==> src/rtl/lcd_pkg.sv <==
// Shared timing defaults, FSM state codes and long-command list for the
// HD44780-style 4-bit LCD byte writer.
package lcd_pkg;

    localparam int unsigned LCD_SETUP_CYC     = 2;
    localparam int unsigned LCD_E_HIGH_CYC    = 12;
    localparam int unsigned LCD_NIB_GAP_CYC   = 50;
    localparam int unsigned LCD_CMD_WAIT_CYC  = 2000;
    localparam int unsigned LCD_LONG_WAIT_CYC = 82000;

    localparam int unsigned LCD_CNT_W = 17;

    localparam logic [2:0] ST_IDLE    = 3'd0;
    localparam logic [2:0] ST_SETUP_H = 3'd1;
    localparam logic [2:0] ST_E_H     = 3'd2;
    localparam logic [2:0] ST_GAP     = 3'd3;
    localparam logic [2:0] ST_SETUP_L = 3'd4;
    localparam logic [2:0] ST_E_L     = 3'd5;
    localparam logic [2:0] ST_WAIT    = 3'd6;

    // Clear display (0x01) and return home (0x02/0x03) need the long post-byte wait.
    localparam logic [2:0][7:0] LCD_LONG_CMDS = {8'h03, 8'h02, 8'h01};

    function automatic logic is_long_cmd(input logic [7:0] b, input logic rs);
        logic hit;
        hit = 1'b0;
        for (int unsigned i = 0; i < 3; i++) begin
            if (!rs && (b == LCD_LONG_CMDS[i[1:0]])) hit = 1'b1;
        end
        return hit;
    endfunction

endpackage

==> src/rtl/lcd_byte_writer.sv <==
// Writes one command/character byte to the LCD as two 4-bit nibbles with
// enable pulse timing and a post-byte busy wait; one byte at a time.
module lcd_byte_writer
    import lcd_pkg::*;
#(
    parameter int unsigned SETUP_CYC     = LCD_SETUP_CYC,
    parameter int unsigned E_HIGH_CYC    = LCD_E_HIGH_CYC,
    parameter int unsigned NIB_GAP_CYC   = LCD_NIB_GAP_CYC,
    parameter int unsigned CMD_WAIT_CYC  = LCD_CMD_WAIT_CYC,
    parameter int unsigned LONG_WAIT_CYC = LCD_LONG_WAIT_CYC
) (
    input  logic       clk,
    input  logic       rst,
    input  logic       in_valid,
    input  logic [7:0] in_data,
    input  logic       in_rs,
    output logic       in_ready,
    output logic       busy,
    output logic [3:0] data,
    output logic       lcd_e,
    output logic       lcd_rw,
    output logic       lcd_rs,
    output logic       SF_CE0
);

    // Counter holds (cycles - 1) on state entry; the state ends when it reads zero.
    localparam logic [LCD_CNT_W-1:0] SETUP_LOAD = LCD_CNT_W'(SETUP_CYC - 1);
    localparam logic [LCD_CNT_W-1:0] E_LOAD     = LCD_CNT_W'(E_HIGH_CYC - 1);
    localparam logic [LCD_CNT_W-1:0] GAP_LOAD   = LCD_CNT_W'(NIB_GAP_CYC - 1);
    localparam logic [LCD_CNT_W-1:0] CMD_LOAD   = LCD_CNT_W'(CMD_WAIT_CYC - 1);
    localparam logic [LCD_CNT_W-1:0] LONG_LOAD  = LCD_CNT_W'(LONG_WAIT_CYC - 1);

    logic [2:0]           state_q, state_d;
    logic [LCD_CNT_W-1:0] cnt_q, cnt_d;
    logic [7:0]           byte_q, byte_d;
    logic                 brs_q, brs_d;
    logic [3:0]           data_q, data_d;
    logic                 e_q, e_d;
    logic                 rs_q, rs_d;
    logic                 ready_q, ready_d;
    logic                 done;

    assign done = (cnt_q == '0);

    always_comb begin
        state_d = state_q;
        cnt_d   = cnt_q;
        byte_d  = byte_q;
        brs_d   = brs_q;
        data_d  = data_q;
        e_d     = e_q;
        rs_d    = rs_q;
        ready_d = ready_q;
        if (!done) cnt_d = cnt_q - 1'b1;

        case (state_q)
            ST_IDLE: begin
                ready_d = 1'b1;
                cnt_d   = '0;
                if (in_valid && ready_q) begin
                    byte_d  = in_data;
                    brs_d   = in_rs;
                    data_d  = in_data[7:4];
                    rs_d    = in_rs;
                    ready_d = 1'b0;
                    state_d = ST_SETUP_H;
                    cnt_d   = SETUP_LOAD;
                end
            end
            ST_SETUP_H: if (done) begin
                state_d = ST_E_H;
                e_d     = 1'b1;
                cnt_d   = E_LOAD;
            end
            ST_E_H: if (done) begin
                state_d = ST_GAP;
                e_d     = 1'b0;
                cnt_d   = GAP_LOAD;
            end
            ST_GAP: if (done) begin
                state_d = ST_SETUP_L;
                data_d  = byte_q[3:0];
                cnt_d   = SETUP_LOAD;
            end
            ST_SETUP_L: if (done) begin
                state_d = ST_E_L;
                e_d     = 1'b1;
                cnt_d   = E_LOAD;
            end
            ST_E_L: if (done) begin
                state_d = ST_WAIT;
                e_d     = 1'b0;
                cnt_d   = is_long_cmd(byte_q, brs_q) ? LONG_LOAD : CMD_LOAD;
            end
            ST_WAIT: if (done) begin
                state_d = ST_IDLE;
                ready_d = 1'b1;
                cnt_d   = '0;
            end
            default: begin
                state_d = ST_IDLE;
                e_d     = 1'b0;
                cnt_d   = '0;
            end
        endcase
    end

    always_ff @(posedge clk or posedge rst) begin
        if (rst) begin
            state_q <= ST_IDLE;
            cnt_q   <= '0;
            byte_q  <= '0;
            brs_q   <= 1'b0;
            data_q  <= '0;
            e_q     <= 1'b0;
            rs_q    <= 1'b0;
            ready_q <= 1'b0;
        end else begin
            state_q <= state_d;
            cnt_q   <= cnt_d;
            byte_q  <= byte_d;
            brs_q   <= brs_d;
            data_q  <= data_d;
            e_q     <= e_d;
            rs_q    <= rs_d;
            ready_q <= ready_d;
        end
    end

    assign in_ready = ready_q;
    assign busy     = ~ready_q;
    assign data     = data_q;
    assign lcd_e    = e_q;
    assign lcd_rs   = rs_q;
    assign lcd_rw   = 1'b0;
    assign SF_CE0   = 1'b1;

endmodule

==> config.mk <==
export PLATFORM = sky130hd
export DESIGN_NAME = lcd_byte_writer
export DESIGN_NICKNAME = d
export VERILOG_FILES = /design/src/rtl/lcd_pkg.sv /design/src/rtl/lcd_byte_writer.sv
export SDC_FILE = /design/constraint.sdc
export NUM_CORES = 1
export LEC_CHECK = 0
export ABC_AREA = 1
export CORE_ASPECT_RATIO = 1.75
export CORE_MARGIN = 8
export CORE_UTILIZATION = 55
export CTS_CLUSTER_DIAMETER = 100
export DETAILED_ROUTE_END_ITERATION = 7
export PLACE_DENSITY_LB_ADDON = 0.1
export SYNTH_ARGS = -nofsm -noshare
export SYNTH_HDL_FRONTEND = slang
export SYNTH_SLANG_ARGS = --single-unit
==> constraint.sdc <==
create_clock -name clk -period 3.21 [get_ports clk]
set_input_delay 0.4815 -clock clk [delete_from_list [all_inputs] [get_ports clk]]
set_output_delay 0.4815 -clock clk [all_outputs]
set_load 0.02 [all_outputs]
Yosys cells after proc, flatten, opt, wreduce, memory -nomap -nowiden
Index checks and enable logic that the tools add are counted.
{ "word_totals": {"memories": 0, "word_cells": 74, "mem_bits_ro": 0, "ram_bits": 0, "input_bits": 12, "out_inout_bits": 10, "latch_bits": 0, "regBits": 35} }
{ "op_classes": {"multipliers": 0, "n_shift": 0, "n_lt_le_gt_ge": 0, "n_reduce_logical": 17, "eq_ne": 18, "bitwise_logic": 2, "n_addsub": 1, "div": 0, "n_mux": 29} }
{ "ops": {"columns": ["operator", "count"], "rows": [
  ["two-way mux 17 bit", 6],
  ["one-hot mux 17 bit (6 select lines)", 1],
  ["two-way mux 3 bit", 7],
  ["one-hot mux 3 bit (7 select lines)", 1],
  ["zero test 17 bit", 1],
  ["subtractor 17 x 1 -> 17 bit, second input constant", 1],
  ["== test 8 x 2 -> 1 bit, second input constant", 2],
  ["!= test 2 bit, second input constant", 7],
  ["== test 3 bit, second input constant", 3],
  ["two-way mux 1 bit", 9],
  ["== test 8 x 1 -> 1 bit, second input constant", 1],
  ["two-way mux 4 bit", 2],
  ["one-hot mux 4 bit (2 select lines)", 1],
  ["AND reduction 7 bit", 1],
  ["== test 3 x 2 -> 1 bit, second input constant", 2],
  ["AND reduction 3 bit", 2],
  ["logical AND 1 bit", 4],
  ["!= test 2 x 1 -> 1 bit, second input constant", 2],
  ["AND reduction 2 bit", 2],
  ["nonzero test 2 bit", 2],
  ["OR reduction 2 bit", 2],
  ["== test 3 x 1 -> 1 bit, second input constant", 1],
  ["zero test 3 bit", 1],
  ["one-hot mux 1 bit (3 select lines)", 1],
  ["4 further kinds", 5]
]} }

Logic depth before layout (Yosys ltp)
{ "logic_depth": {"ltp_word": 10, "mapped_depth": 10} }

Worst setup path before layout
No wires, ideal clock.
{ "synth_timing": {"path_kind": "register to register", "start": "reg cnt_q[0]", "end": "reg state_q[0]", "path_stages_with_launch": 10, "slack_ns": 1.742, "n_path_buf": 0, "t_arrival_ns": 1.344, "path_cell_list": "dfrtp_1 -> inv_1 -> ha_1 -> nand2_2 -> nor2_4 -> nand3_4 -> nand2_2 -> nand2_2 -> nand2_1 -> o21ai_2"} }
{ "synth_between": {"elab_chain_cells": 3, "elab_cells_between_ends": 8, "classes_between": "eq/ne (6); reduce/logical (2)"} }
{ "synth_rtl": {"columns": ["item", "line_no", "text"], "rows": [
  ["start, declared", "lcd_byte_writer.sv:34", "logic [LCD_CNT_W-1:0] cnt_q, cnt_d;"],
  ["start signal, assigned", "lcd_byte_writer.sv:120", "cnt_q <= cnt_d;"],
  ["zero test 17 bit *", "lcd_byte_writer.sv:43", "assign done = (cnt_q == '0);"],
  ["!= test 2 bit (no source line)", null, null],
  ["AND reduction 7 bit (no source line) *", null, null],
  ["end signal, assigned", "lcd_byte_writer.sv:119", "state_q <= state_d;"],
  ["end, declared", "lcd_byte_writer.sv:33", "logic [2:0] state_q, state_d;"]
]} }
Every way passes the cells marked *; elsewhere a longest branch is shown, timed or not.
A chain may end at the register's enable or synchronous reset.

Worst setup path after layout
{ "layout_timing": {"start": "reg ready_q, in the netlist in_ready", "end": "out busy"} }
{ "layout_between": {"elab_chain_cells": 1} }
{ "layout_rtl": {"columns": ["item", "line_no", "text"], "rows": [
  ["start, declared", "lcd_byte_writer.sv:40", "logic ready_q, ready_d;"],
  ["start signal, assigned", "lcd_byte_writer.sv:126", "ready_q <= ready_d;"],
  ["inverter 1 bit", "lcd_byte_writer.sv:131", "assign busy = ~ready_q;"],
  ["end, declared", "lcd_byte_writer.sv:18", "output logic busy,"]
]} }
Every way passes these cells.

==> metrics.txt <==
status finished, final reports clean; clk root buf clkbuf_8; Post-Place Cells 295; IO Count 22; CP Max Fanout 3; cts bufs inserted 5; Syn Nets 247; vias in the first global route 1650; synth warn 0; First DRT Iteration DRCs 26; # rows 29; Comb pwr share 0.521; startpoint types flop; buffers and inverters on the worst path 2; Worst Path Required 2.73 ns; period utilization 0.5761; fillers 314; Worst Hold Class reg -> reg; Fin. Hold Viols 0; netlist area before placement 1972 um2; most common cell after layout, fill and taps aside nand2_1; clock share of power 0.149; hold_sp data[1]; post-detail-place hpwl 3087 um; largest net degree at the start of global routing 36; Port Buffers 19; gr ovfl total 0; # DRC 0; synth-to-layout area growth 15.74%; WL final 4007 um; Total Nets Final 269; DR vias 1552; synthesized netlist cell count 234; crit end category output pin; Worst Setup SP in_ready; layout cells sized above 1 0.1595; Setup CP Type reg -> out; Die Ht 95.21 um; CTS H-tree lvls 2; delay-heaviest family, CP buffers and inverters; final setup violation count 0; clock buffer depth 2; CP max stage delay 0.60 ns; final instance area 2282 um2; antenna-violating nets left 0; worst path cell trace inv_1, clkdlybuf4s50_1; Worst-Skew Late Latency 0.29 ns; Fmax achieved 540.8 MHz; origin of the critical flop-to-flop path cnt_q[0]; syn_area_per_cell 8.427 um2; DR WL/cell 13.22 um; GRT Total Usage 0.1618; clock skew 0.003811 ns; Fin Setup TNS 0 ns; final cell count without fillers 303; RSZ-0062 raised after global routing no; setup slack at placement 1.450 ns; Max-Cap Viols 0; worst setup margin 1.361 ns; critical path arrival 1.37 ns; Pins Over Slew Limit 0; clk slew on worst S/H paths 0.07 ns; CTS tree yes; clock sink count 35; core area 3520 um2; most frequent cells in the layout 45 x nand2_1, 36 x nor2_1, 35 x dfrtp_1; post-layout min period 1.849 ns; initial antenna violation count 0; pwr dens 1062 nW/um2; Initial Util 0.5603; ant diodes 0; DP Area 2178 um2; first-pass GRT wire length 7120 um; flops & latches, synth 35; Internal 1.332 mW; hold buffer count at CTS 0; post-synthesis sequential area ratio 0.4442; sw frac 0.4506; die area 5833 um2; Reg power frac 0.330; Lkg Pwr 1.137 nW; Netlist cell types 31; cts repair resizes 0; DR pass1 iterations 4; GP Congestion 0.8983; setup bufs post-CTS 0; Sw Pwr 1.092 mW; Layout Utilization 0.6484; drt via density 5.122; Slowest-stage cell, CP clkdlybuf4s50_1; chip width 61.26 um; Peak VDD IR 0.7263 mV
[power groups by stage]
stage,logic [mW],clock network [mW],registers (mW)
5_1_grt,1.43,0.386,0.820
3_3_place_gp,1.26,0,0.801
3_5_place_dp,1.28,0,0.803
4_1_cts,1.28,0.369,0.799
2_1_floorplan,0.967,0,0.799
6_report,1.26,0.361,0.799
[worst paths after layout]
kind | to | slack [ns] | cells past startpoint
worst min-delay path | data[1] | 0.50 | 2
worst max register to register | state_q[0] | 1.49 | 9
worst max-delay path | busy | 1.36 | 2
worst min register to register | data[1] | 0.50 | 2
max in group asynchronous | in_ready | 2.33 | 3
min in group asynchronous | byte_q[1] | 0.58 | 3
[cell type report]
type | instances | area [um2] | area share
clock buffer | 7 | 96.34 | 0.04221
clock inverter | 1 | 7.507 | 0.003289
inverter | 25 | 93.84 | 0.04112
multi-input combinational | 169 | 953.4 | 0.4178
sequential | 35 | 875.8 | 0.3838
tap | 46 | 57.56 | 0.02522
timing repair buffer | 20 | 197.7 | 0.08662
[per-layer routing]
layer,global-route usage,routed length [um],vias up,part of all wire
met1,0.1616,1574,731,0.39
met3,0.02838,91,8,0.023
li1,-,-,784,-
met5,0,0,-,0
met2,0.2956,2249,29,0.56
met4,0.09002,93,0,0.023
[kinds of logic after synthesis]
family          share of synthesized area
compound gates                    0.08186
xor+xnor                          0.04886
fa+ha+maj                        0.006344
buf+inv                           0.07233
flops                              0.4442
mux                               0.06980
other cells                      0.003809
simple gates                       0.2728
[state kept, by name, indices dropped and copies added (netlist names)]
| name | count |
|---|---|
| lcd_rs | 1 |
| lcd_e | 1 |
| byte_q | 8 |
| state_q | 3 |
| data | 4 |
| cnt_q | 17 |
| in_ready | 1 |
[synthesized netlist by cell type]
| master | n | area, um2 |
|---|---|---|
| a21oi_1 | 8 | 40.04 |
| buf_6 | 3 | 33.78 |
| o211ai_1 | 1 | 7.510 |
| mux2_4 | 5 | 75.07 |
| inv_2 | 3 | 11.26 |
| nor2_8 | 1 | 20.02 |
| and2_1 | 1 | 6.260 |
| nand3_4 | 1 | 17.52 |
| ha_1 | 1 | 12.51 |
| a21oi_2 | 1 | 8.760 |
| o21ai_0 | 8 | 40.04 |
| o21ai_1 | 6 | 30.03 |
| o21ai_2 | 4 | 35.03 |
| nand4_1 | 2 | 12.51 |
| xor2_1 | 6 | 52.55 |
| nor3_1 | 3 | 15.01 |
| xnor2_1 | 5 | 43.79 |
| nor3_2 | 1 | 10.01 |
| mux2_2 | 2 | 22.52 |
| nor2_1 | 36 | 135.1 |
| nor2_4 | 1 | 11.26 |
| nand3_1 | 12 | 60.06 |
| nand2_2 | 7 | 43.79 |
| nor2_2 | 5 | 31.28 |
| or2_2 | 1 | 6.260 |
| conb_1 | 2 | 7.510 |
| mux2i_1 | 4 | 40.04 |
| nand2_1 | 45 | 168.9 |
| dfrtp_1 | 35 | 875.8 |
| inv_1 | 22 | 82.58 |
| buf_4 | 2 | 15.01 |
[worst register-to-register path, stage by stage (launching register included)]
cell	delay, ns
dfrtp_1	0.38
inv_1	0.09
ha_1	0.22
nand2_2	0.11
nor2_4	0.16
nand3_4	0.17
nand2_2	0.21
nand2_2	0.12
nand2_1	0.09
o21ai_2	0.05
[stage by stage]
stage	power (mW)	hold slack [ns]
4_1_cts	2.451	0.5061
2_1_floorplan	1.767	0.4821
6_report	2.424	0.5027
3_3_place_gp	2.059	0.4623
3_5_place_dp	2.081	0.4878
5_1_grt	2.640	0.5358
(Power assumes the default switching activity.)
